File: config.mk
export PLATFORM = sky130hd
export DESIGN_NAME = dma_mm2s_sequencer
export DESIGN_NICKNAME = d
export VERILOG_FILES = /design/src/rtl/dma_mm2s_sequencer.sv
export SDC_FILE = /design/constraint.sdc
export NUM_CORES = 1
export LEC_CHECK = 0
export CORE_MARGIN = 4
export CORE_UTILIZATION = 63
export DETAILED_ROUTE_END_ITERATION = 10
export DONT_BUFFER_PORTS = 1
export GPL_ROUTABILITY_DRIVEN = 0
export PLACE_DENSITY = 0.79
export SKIP_LAST_GASP = 1
export SLEW_MARGIN = 20
export SYNTH_ARGS = -nofsm -noshare
export SYNTH_HDL_FRONTEND = slang
export SYNTH_SLANG_ARGS = --single-unit
File: constraint.sdc
create_clock -name clk -period 2.5 [get_ports clk]
set_clock_uncertainty 0.1 [all_clocks]
set_input_delay 0.25 -clock clk [delete_from_list [all_inputs] [get_ports clk]]
set_output_delay 0.25 -clock clk [all_outputs]
set_load 0.02 [all_outputs]
File: src/rtl/dma_mm2s_sequencer.sv
// AXI4-Lite master that programs one AXI DMA MM2S simple-mode transfer per start,
// waits for the interrupt, reads and clears DMASR, then reports done plus an error code.
module dma_mm2s_sequencer #(
    parameter int          LEN_W       = 26,
    parameter int          TIMEOUT_CYC = 0,
    parameter logic [31:0] DMACR_VAL   = 32'h0000_5001
) (
    input  logic        clk,
    input  logic        rst,
    input  logic        start,
    input  logic [63:0] dest_addr,
    input  logic [31:0] byte_num,
    input  logic        mm2s_introut,
    output logic        busy,
    output logic        done,
    output logic [2:0]  err_code,
    output logic [31:0] dma_status,
    output logic [9:0]  m_axi_lite_awaddr,
    output logic        m_axi_lite_awvalid,
    input  logic        m_axi_lite_awready,
    output logic [31:0] m_axi_lite_wdata,
    output logic        m_axi_lite_wvalid,
    input  logic        m_axi_lite_wready,
    input  logic [1:0]  m_axi_lite_bresp,
    input  logic        m_axi_lite_bvalid,
    output logic        m_axi_lite_bready,
    output logic [9:0]  m_axi_lite_araddr,
    output logic        m_axi_lite_arvalid,
    input  logic        m_axi_lite_arready,
    input  logic [31:0] m_axi_lite_rdata,
    input  logic [1:0]  m_axi_lite_rresp,
    input  logic        m_axi_lite_rvalid,
    output logic        m_axi_lite_rready
);

    // Handshakes: a transfer completes on a rising clk edge where valid and ready are both 1;
    // valid, address and data are held stable while valid=1 and ready=0.
    typedef enum logic [3:0] {
        S_IDLE, S_WR_CR, S_WR_SA, S_WR_MSB, S_WR_LEN,
        S_WAIT_IRQ, S_RD_SR, S_WR_SR, S_DONE
    } state_t;

    localparam logic [32:0] LEN_LIMIT = 33'd1 << LEN_W;
    localparam logic [31:0] TO_LAST   = (TIMEOUT_CYC > 0) ? 32'(TIMEOUT_CYC - 1) : 32'd0;

    state_t      state, state_n;
    logic        awvalid_q, wvalid_q, arvalid_q;
    logic [2:0]  err_q, err_n;
    logic [31:0] status_q, status_n;
    logic [63:0] addr_q, addr_n;
    logic [31:0] len_q, len_n;
    logic [31:0] cnt_q, cnt_n;
    logic        is_wr, b_done, r_done, enter_wr, enter_rd;

    always_comb begin
        is_wr             = 1'b1;
        m_axi_lite_awaddr = 10'h000;
        m_axi_lite_wdata  = 32'h0;
        case (state)
            S_WR_CR:  m_axi_lite_wdata = DMACR_VAL;
            S_WR_SA:  begin m_axi_lite_awaddr = 10'h018; m_axi_lite_wdata = addr_q[31:0];  end
            S_WR_MSB: begin m_axi_lite_awaddr = 10'h01C; m_axi_lite_wdata = addr_q[63:32]; end
            S_WR_LEN: begin m_axi_lite_awaddr = 10'h028; m_axi_lite_wdata = len_q;         end
            S_WR_SR:  begin m_axi_lite_awaddr = 10'h004; m_axi_lite_wdata = 32'h0000_5000; end
            default:  is_wr = 1'b0;
        endcase
    end

    // bready only after both the address and data phases have been accepted
    assign m_axi_lite_bready  = is_wr && !awvalid_q && !wvalid_q;
    assign m_axi_lite_rready  = (state == S_RD_SR) && !arvalid_q;
    assign m_axi_lite_araddr  = (state == S_RD_SR) ? 10'h004 : 10'h000;
    assign m_axi_lite_awvalid = awvalid_q;
    assign m_axi_lite_wvalid  = wvalid_q;
    assign m_axi_lite_arvalid = arvalid_q;
    assign b_done     = m_axi_lite_bready && m_axi_lite_bvalid;
    assign r_done     = m_axi_lite_rready && m_axi_lite_rvalid;
    assign busy       = (state != S_IDLE);
    assign done       = (state == S_DONE);
    assign err_code   = err_q;
    assign dma_status = status_q;

    always_comb begin
        state_n  = state;
        err_n    = err_q;
        status_n = status_q;
        addr_n   = addr_q;
        len_n    = len_q;
        cnt_n    = cnt_q;
        case (state)
            S_IDLE: begin
                if (start) begin
                    addr_n = dest_addr;
                    len_n  = byte_num;
                    err_n  = 3'd0;
                    if ((byte_num == 32'd0) || ({1'b0, byte_num} >= LEN_LIMIT)) begin
                        err_n   = 3'd1;
                        state_n = S_DONE;
                    end else begin
                        state_n = S_WR_CR;
                    end
                end
            end
            S_WR_CR, S_WR_SA, S_WR_MSB, S_WR_LEN, S_WR_SR: begin
                if (b_done) begin
                    if (m_axi_lite_bresp != 2'b00) begin
                        // a DMASR error already reported outranks a failed clear
                        if ((state != S_WR_SR) || (err_q == 3'd0)) err_n = 3'd2;
                        state_n = S_DONE;
                    end else begin
                        case (state)
                            S_WR_CR:  state_n = S_WR_SA;
                            S_WR_SA:  state_n = S_WR_MSB;
                            S_WR_MSB: state_n = S_WR_LEN;
                            S_WR_LEN: begin state_n = S_WAIT_IRQ; cnt_n = 32'd0; end
                            default:  state_n = S_DONE;
                        endcase
                    end
                end
            end
            S_WAIT_IRQ: begin
                if (mm2s_introut) begin
                    state_n = S_RD_SR;
                end else if (TIMEOUT_CYC > 0) begin
                    if (cnt_q == TO_LAST) begin
                        err_n   = 3'd5;
                        state_n = S_DONE;
                    end else begin
                        cnt_n = cnt_q + 32'd1;
                    end
                end
            end
            S_RD_SR: begin
                if (r_done) begin
                    status_n = m_axi_lite_rdata;
                    if (m_axi_lite_rresp != 2'b00) begin
                        err_n   = 3'd3;
                        state_n = S_DONE;
                    end else begin
                        if (m_axi_lite_rdata[6:4] != 3'b000) err_n = 3'd4;
                        state_n = S_WR_SR;
                    end
                end
            end
            S_DONE:  state_n = S_IDLE;
            default: state_n = S_IDLE;
        endcase
    end

    assign enter_wr = (state_n != state) &&
                      (state_n inside {S_WR_CR, S_WR_SA, S_WR_MSB, S_WR_LEN, S_WR_SR});
    assign enter_rd = (state_n != state) && (state_n == S_RD_SR);

    always_ff @(posedge clk) begin
        if (rst) begin
            state     <= S_IDLE;
            awvalid_q <= 1'b0;
            wvalid_q  <= 1'b0;
            arvalid_q <= 1'b0;
            err_q     <= 3'd0;
            status_q  <= 32'h0;
            addr_q    <= 64'h0;
            len_q     <= 32'h0;
            cnt_q     <= 32'h0;
        end else begin
            state     <= state_n;
            awvalid_q <= enter_wr || (awvalid_q && !m_axi_lite_awready);
            wvalid_q  <= enter_wr || (wvalid_q && !m_axi_lite_wready);
            arvalid_q <= enter_rd || (arvalid_q && !m_axi_lite_arready);
            err_q     <= err_n;
            status_q  <= status_n;
            addr_q    <= addr_n;
            len_q     <= len_n;
            cnt_q     <= cnt_n;
        end
    end

endmodule

Word level (Yosys, flattened, before mapping)

Cells that the tools add are included.

Add/sub/neg operators: 0
Multiply operators: 0
Divide/modulo/power cells: 0
$lt $le $gt $ge: 1
Equality and inequality tests: 22
Shift-type cells: 0
Muxes and demuxes: 22
Bitwise gates (word level): 0
Reductions and logical operators: 34

Operators with widths:

| kind                 | number |
|---|---|
| $pmux 32 s5          | 1 |
| $ge 32x27->1 const B | 1 |
| $logic_not 32->1     | 1 |
| $pmux 4 s4           | 2 |
| $eq 4x3->1 const B   | 7 |
| $mux 4               | 7 |
| $mux 3               | 8 |
| $pmux 6 s4           | 1 |
| $eq 4x2->1 const B   | 4 |
| $logic_and 1x1->1    | 10 |
| $pmux 3 s3           | 1 |
| $eq 4x1->1 const B   | 2 |
| $reduce_and 7->1     | 1 |
| $logic_not 1->1      | 6 |
| $ne 2x1->1 const B   | 3 |
| $reduce_bool 3->1    | 2 |
| $logic_or 1x1->1     | 5 |
| $reduce_bool 5->1    | 1 |
| $reduce_or 5->1      | 1 |
| $eq 4x4->1 const B   | 1 |
| $logic_not 4->1      | 1 |
| $ne 2x2->1 const B   | 2 |
| $ne 4x3->1 const B   | 1 |
| $ne 4x4->1           | 1 |
| other kinds (6)      | 9 |

Bits in registers: 138
Bits in latches: 0
RAM bits: 0
ROM bits: 0
Input bits: 141
Output and inout port bits: 94
Word-level logic and storage cells: 87
Memories: 0

Depth between registers and ports, before layout

Word-level depth: 12
Gate-level depth with buffers: 9
Depth with buffers taken out: 7

Worst setup path after synthesis

No wires, ideal clock.

Path type: reg-to-reg
From: register awvalid_q (netlist: m_axi_lite_awvalid)
To: register awvalid_q (netlist: m_axi_lite_awvalid)
Setup time: 0.059 ns
Arrival time: 2.140 ns
Data required time: 2.341 ns
Setup slack: 0.201 ns
Cell stages (with the launch flop): 8
Path buffers: 1
Period minus slack after synthesis: 2.299 ns
Cells stage by stage: dfxtp_1 or4b_1 buf_2 a222oi_1 nor2_1 or4_1 o32a_1 nand2_1

Longest elaborated chain between the ends: 10
Elaborated cells on any way between the ends: 16
Those cells by class: eq/ne (6); mux (2); reduce/logical (8)

RTL lines:

| what                                     | line | source |
|---|---|---|
| from (decl)                              | 47   | `logic awvalid_q, wvalid_q, arvalid_q;` |
| from (signal assigned)                   | 167  | `awvalid_q <= enter_wr \|\| (awvalid_q && !m_axi_lite_awready);` |
| $logic_not 1->1                          | 70   | `assign m_axi_lite_bready = is_wr && !awvalid_q && !wvalid_q;` |
| $logic_and 1x1->1 (2 in a row)           | 70   |  |
| $logic_and 1x1->1                        | 76   | `assign b_done = m_axi_lite_bready && m_axi_lite_bvalid;` |
| $mux 4                                   | 105  | `if (b_done) begin` |
| $pmux 4 s4                               | 90   | `case (state)` |
| $eq 4x1->1, or another cell as far along | 151  | `(state_n inside {S_WR_CR, S_WR_SA, S_WR_MSB, S_WR_LEN, S_WR_SR});` |
| $reduce_bool 5->1                        | 151  |  |
| $logic_and 1x1->1                        | 150  | `assign enter_wr = (state_n != state) &&` |
| $logic_or 1x1->1 (*)                     | 167  |  |

Every way passes the cells marked *; elsewhere a longest branch is shown, timed or not.
A chain may end at the register's enable or synchronous reset.

Final worst setup path

From: register wvalid_q (netlist: m_axi_lite_wvalid)
To: register state[0]

Longest elaborated chain between the ends: 5

RTL lines:

| what                   | line | source |
|---|---|---|
| from (decl)            | 47   |  |
| from (signal assigned) | 168  | `wvalid_q <= enter_wr \|\| (wvalid_q && !m_axi_lite_wready);` |
| $logic_not 1->1        | 70   |  |
| $logic_and 1x1->1      | 70   |  |
| $logic_and 1x1->1      | 76   |  |
| $mux 4                 | 105  |  |
| $pmux 4 s4             | 90   |  |
| to (signal assigned)   | 166  | `state <= state_n;` |
| to (decl)              | 46   | `state_t state, state_n;` |

Every way passes these cells.

==> results_tabular.tex <==
\begin{tabular}{lr}
\hline
Metric & Value \\
\hline
\multicolumn{2}{l}{\textbf{Drt}} \\
\quad DRC violation count after routing & 0 \\
\quad Routed vias & 6593 \\
\quad Post-detailed-route count of antenna-violating nets & 0 \\
\quad Detailed Route Iter0 Violations & 850 \\
\quad Routed length per instance & 21.45 um \\
\quad Number of search-and-repair iterations in the first detailed-routing pass & 7 \\
\quad Wire length reported by the detailed router & 22090 um \\
\quad Post-detailed-route via-to-cell ratio & 6.401 \\
\multicolumn{2}{l}{\textbf{STA}} \\
\quad Total count of max-transition violations in the final report & 0 \\
\quad Total negative slack for setup checks & 0 ns \\
\quad Final hold violation count & 0 \\
\quad Hold Worst Slack & 0.04547 ns \\
\quad Relative slew margins & 63.25\% \\
\quad Unrepaired setup endpoints after global routing & yes \\
\quad Final WS setup & 0.01321 ns \\
\quad Top achievable clock speed & 402.1 MHz \\
\quad Minimum clock period & 2.487 ns \\
\quad Setup-failing EPs final & 0 \\
\quad Transition at the pin with the smallest max-transition slack & 0.5513 ns \\
\quad Final worst path period share & 99.47\% \\
\multicolumn{2}{l}{\textbf{Layout}} \\
\quad Final instance area & 8049 um2 \\
\quad Relative area change from synthesis to final layout & 38.05\% \\
\quad Net count, final & 1048 \\
\quad Proportion of layout cells with a drive suffix above 1 & 9.130\% \\
\multicolumn{2}{l}{\textbf{Logic synthesis}} \\
\quad Predominant post-synthesis flop cell & sky130\_fd\_sc\_hd\_\_dfxtp\_1 \\
\quad Number of different library cells in the post-synthesis netlist & 41 \\
\quad Share of async-settable or async-resettable flops after synthesis & 0\% \\
\quad Top cells by count, synth & 269 x sky130\_fd\_sc\_hd\_\_nand2\_1, 141 x sky130\_fd\_sc\_hd\_\_a21oi\_1, 138 x sky130\_fd\_sc\_hd\_\_dfxtp\_1 \\
\quad Number of synthesized flops with an enable pin & 0 \\
\quad Post-synthesis sequential area ratio & 47.38\% \\
\quad Syn Inst Count & 783 \\
\quad Synth top area share & 47.38\% \\
\quad Seq cells post-synth & 138 \\
\quad Cell type with the highest aggregate area in the netlist & sky130\_fd\_sc\_hd\_\_dfxtp\_1 \\
\quad Synth top area cells & sky130\_fd\_sc\_hd\_\_dfxtp\_1 47\%, sky130\_fd\_sc\_hd\_\_nand2\_1 17\%, sky130\_fd\_sc\_hd\_\_a21oi\_1 12\% \\
\quad Total standard cell area after synthesis & 5831 um2 \\
\quad Synth warnings & 0 \\
\quad Post-synthesis average cell area & 7.446 um2 \\
\quad Count leader, synth & sky130\_fd\_sc\_hd\_\_nand2\_1 \\
\multicolumn{2}{l}{\textbf{Clock network}} \\
\quad Number of clock sinks & 138 \\
\quad Largest buffer count on any clock path & 2 \\
\quad Clock network latency to the later pin of the worst-skew pair & 0.52 ns \\
\quad Reg clk slew, reported paths & 0.08 ns \\
\quad TritonCTS clock tree & done \\
\quad Root Buffer & sky130\_fd\_sc\_hd\_\_clkbuf\_8 \\
\quad Inserted Clock Buffers & 17 \\
\quad H-tree depth reported by CTS & 4 \\
\multicolumn{2}{l}{\textbf{Worst setup path}} \\
\quad WP data arrival & 2.80 ns \\
\quad Required time of the critical path & 2.81 ns \\
\quad Element type at the critical path end & flip-flop \\
\quad Type of origin of the critical path & flip-flop \\
\quad CP peak stage delay & 0.56 ns \\
\quad Worst Setup Path Type & reg2reg \\
\quad Slowest cell on crit path & sky130\_fd\_sc\_hd\_\_dlygate4sd3\_1 \\
\quad Series of cell instances along the critical path & buf\_4 -> nor4b\_2 -> mux2i\_1 -> a222oi\_1 -> nor2\_1 -> nor2\_1 -> nor2\_1 -> dlygate4sd3\_1 \\
\quad Highest fanout seen on the critical path & 4 \\
\quad CP dominant cell by count & sky130\_fd\_sc\_hd\_\_nor2\_1 \\
\quad R2R cell count & 8 \\
\multicolumn{2}{l}{\textbf{GRT}} \\
\quad Grt ovf & 0 \\
\quad Via count of the first global-routing pass & 6742 \\
\quad Wire length of the first global-routing pass & 34240 um \\
\quad Pin count of the biggest net entering global routing & 123 \\
\quad Total global-route track usage & 38.80\% \\
\quad Antenna violations before repair & 1 \\
\multicolumn{2}{l}{\textbf{Floorplan}} \\
\quad Die area & 10860 um2 \\
\quad Effective utilization at floorplan & 65.89\% \\
\quad \# IOs & 235 \\
\quad Die width & 104.2 um \\
\quad Core Footprint & 8848 um2 \\
\quad Row count & 34 \\
\quad Die outline height & 104.2 um \\
\multicolumn{2}{l}{\textbf{Min path}} \\
\quad Hold depth & 2 \\
\quad Classification of the worst-slack hold path & in2reg \\
\multicolumn{2}{l}{\textbf{Power and ir drop}} \\
\quad Max IR drop VDD & 670.6 uV \\
\quad Leakage power & 3.284 nW \\
\quad Power per cell area & 673.5 nW/um2 \\
\multicolumn{2}{l}{\textbf{Placed design}} \\
\quad Port bufs & 0 \\
\quad Worst-case setup slack after placement & 0.1018 ns \\
\quad Placed cell area & 5929 um2 \\
\quad Detailed Place HPWL & 10550 um \\
\multicolumn{2}{l}{\textbf{Job}} \\
\quad Max-cap violation count & 0 \\
\multicolumn{2}{l}{\textbf{Run status}} \\
\quad Result of the run & finished clean \\
\hline
\end{tabular}
==> logic make-up after synthesis <==
logic type	synth area share, %
other	0.06432
XOR/XNOR	0.3005
multiplexers	0.3434
buffers and inverters	7.961
AO/OA/AOI/OAI	20.26
AND/OR/NAND/NOR	23.69
flip-flops	47.38
==> flip-flops by register name, summed over array words and instances (netlist names) <==
name / cells
m_axi_lite_awvalid: 1
state: 4
m_axi_lite_wvalid: 1
addr_q: 64
len_q: 32
dma_status: 32
m_axi_lite_arvalid: 1
err_code: 3
==> final timing paths <==
path	from	slack [ns]	to
max reg2reg	m_axi_lite_wvalid	0.01	state[0]
min	rst	0.05	dma_status[25]
min reg2reg	addr_q[46]	0.36	addr_q[46]
max	m_axi_lite_wvalid	0.01	state[0]
==> routing by layer <==
layer  vias to the layer above  GRT usage [%]  share of wire [%]
met4                         0          23.93                7.0
met5                         -              0                  0
met2                       626          66.20                 48
met1                      2949          41.90                 33
met3                       156          12.04                 12
li1                       2862              -                  -
==> placed cells by master, fill, tap and decap left out, types with 3 or more instances in the layout <==
cell / instances
sky130_fd_sc_hd__nand2_1: 269
sky130_fd_sc_hd__clkbuf_8: 3
sky130_fd_sc_hd__buf_4: 20
sky130_fd_sc_hd__nand2b_1: 3
sky130_fd_sc_hd__clkbuf_16: 17
sky130_fd_sc_hd__or4_1: 3
sky130_fd_sc_hd__nor3_1: 6
sky130_fd_sc_hd__a21oi_1: 141
sky130_fd_sc_hd__a22oi_1: 3
sky130_fd_sc_hd__inv_1: 30
sky130_fd_sc_hd__dfxtp_1: 134
sky130_fd_sc_hd__a222oi_1: 30
sky130_fd_sc_hd__nor2_1: 20
sky130_fd_sc_hd__nor2b_1: 4
sky130_fd_sc_hd__buf_6: 5
sky130_fd_sc_hd__inv_6: 7
sky130_fd_sc_hd__dlygate4sd3_1: 136
sky130_fd_sc_hd__o21ai_0: 12
sky130_fd_sc_hd__conb_1: 15
sky130_fd_sc_hd__and3_4: 3
sky130_fd_sc_hd__nor4_1: 7
sky130_fd_sc_hd__buf_12: 3
==> metrics by stage <==
step	total power, mW	utilization, %	std cells
3_5_place_dp	2.669	67.01	853
2_1_floorplan	2.646	-	797
3_3_place_gp	2.653	67.01	853
6_report	5.421	90.96	1030
4_1_cts	5.355	89.86	1025
5_1_grt	5.574	90.94	1029
==> cell type report <==
type,instances,area [um2]
clock inverters,13,153.9
clock buffers,19,441.7
inverters,32,120.1
diodes,2,5.005
multi-input cells,551,2725
flip-flops and latches,138,2773
well taps,108,135.1
fillers,353,799.5
repair buffers,167,1695
==> where the power goes <==
group          internal, mW  leakage (nW)  switching (mW)
Sequential             2.29          1.13          0.0619
Combinational         0.241          1.87           0.273
Clock                  1.50         0.287            1.05
Total                  4.04          3.28            1.39
==> worst max-delay path: cells and delay by family (launching register included) <==
family          cells  cell delay [ns]
compound gates      1             0.31
buf+inv             2             0.73
flops               1             0.33
mux                 1             0.14
simple gates        4             0.76
==> what timing repair did <==
item | 4_1_cts | 5_1_grt
hold buffers | 137 | 0
cloned | 0 | 1
gates resized for setup | 6 | 20
pin swaps | 5 | 3
hold endpoints to repair | 138 | 0
setup endpoints to repair | 34 | 53
buffers inserted | 3 | 2
(Power assumes the default switching activity.)
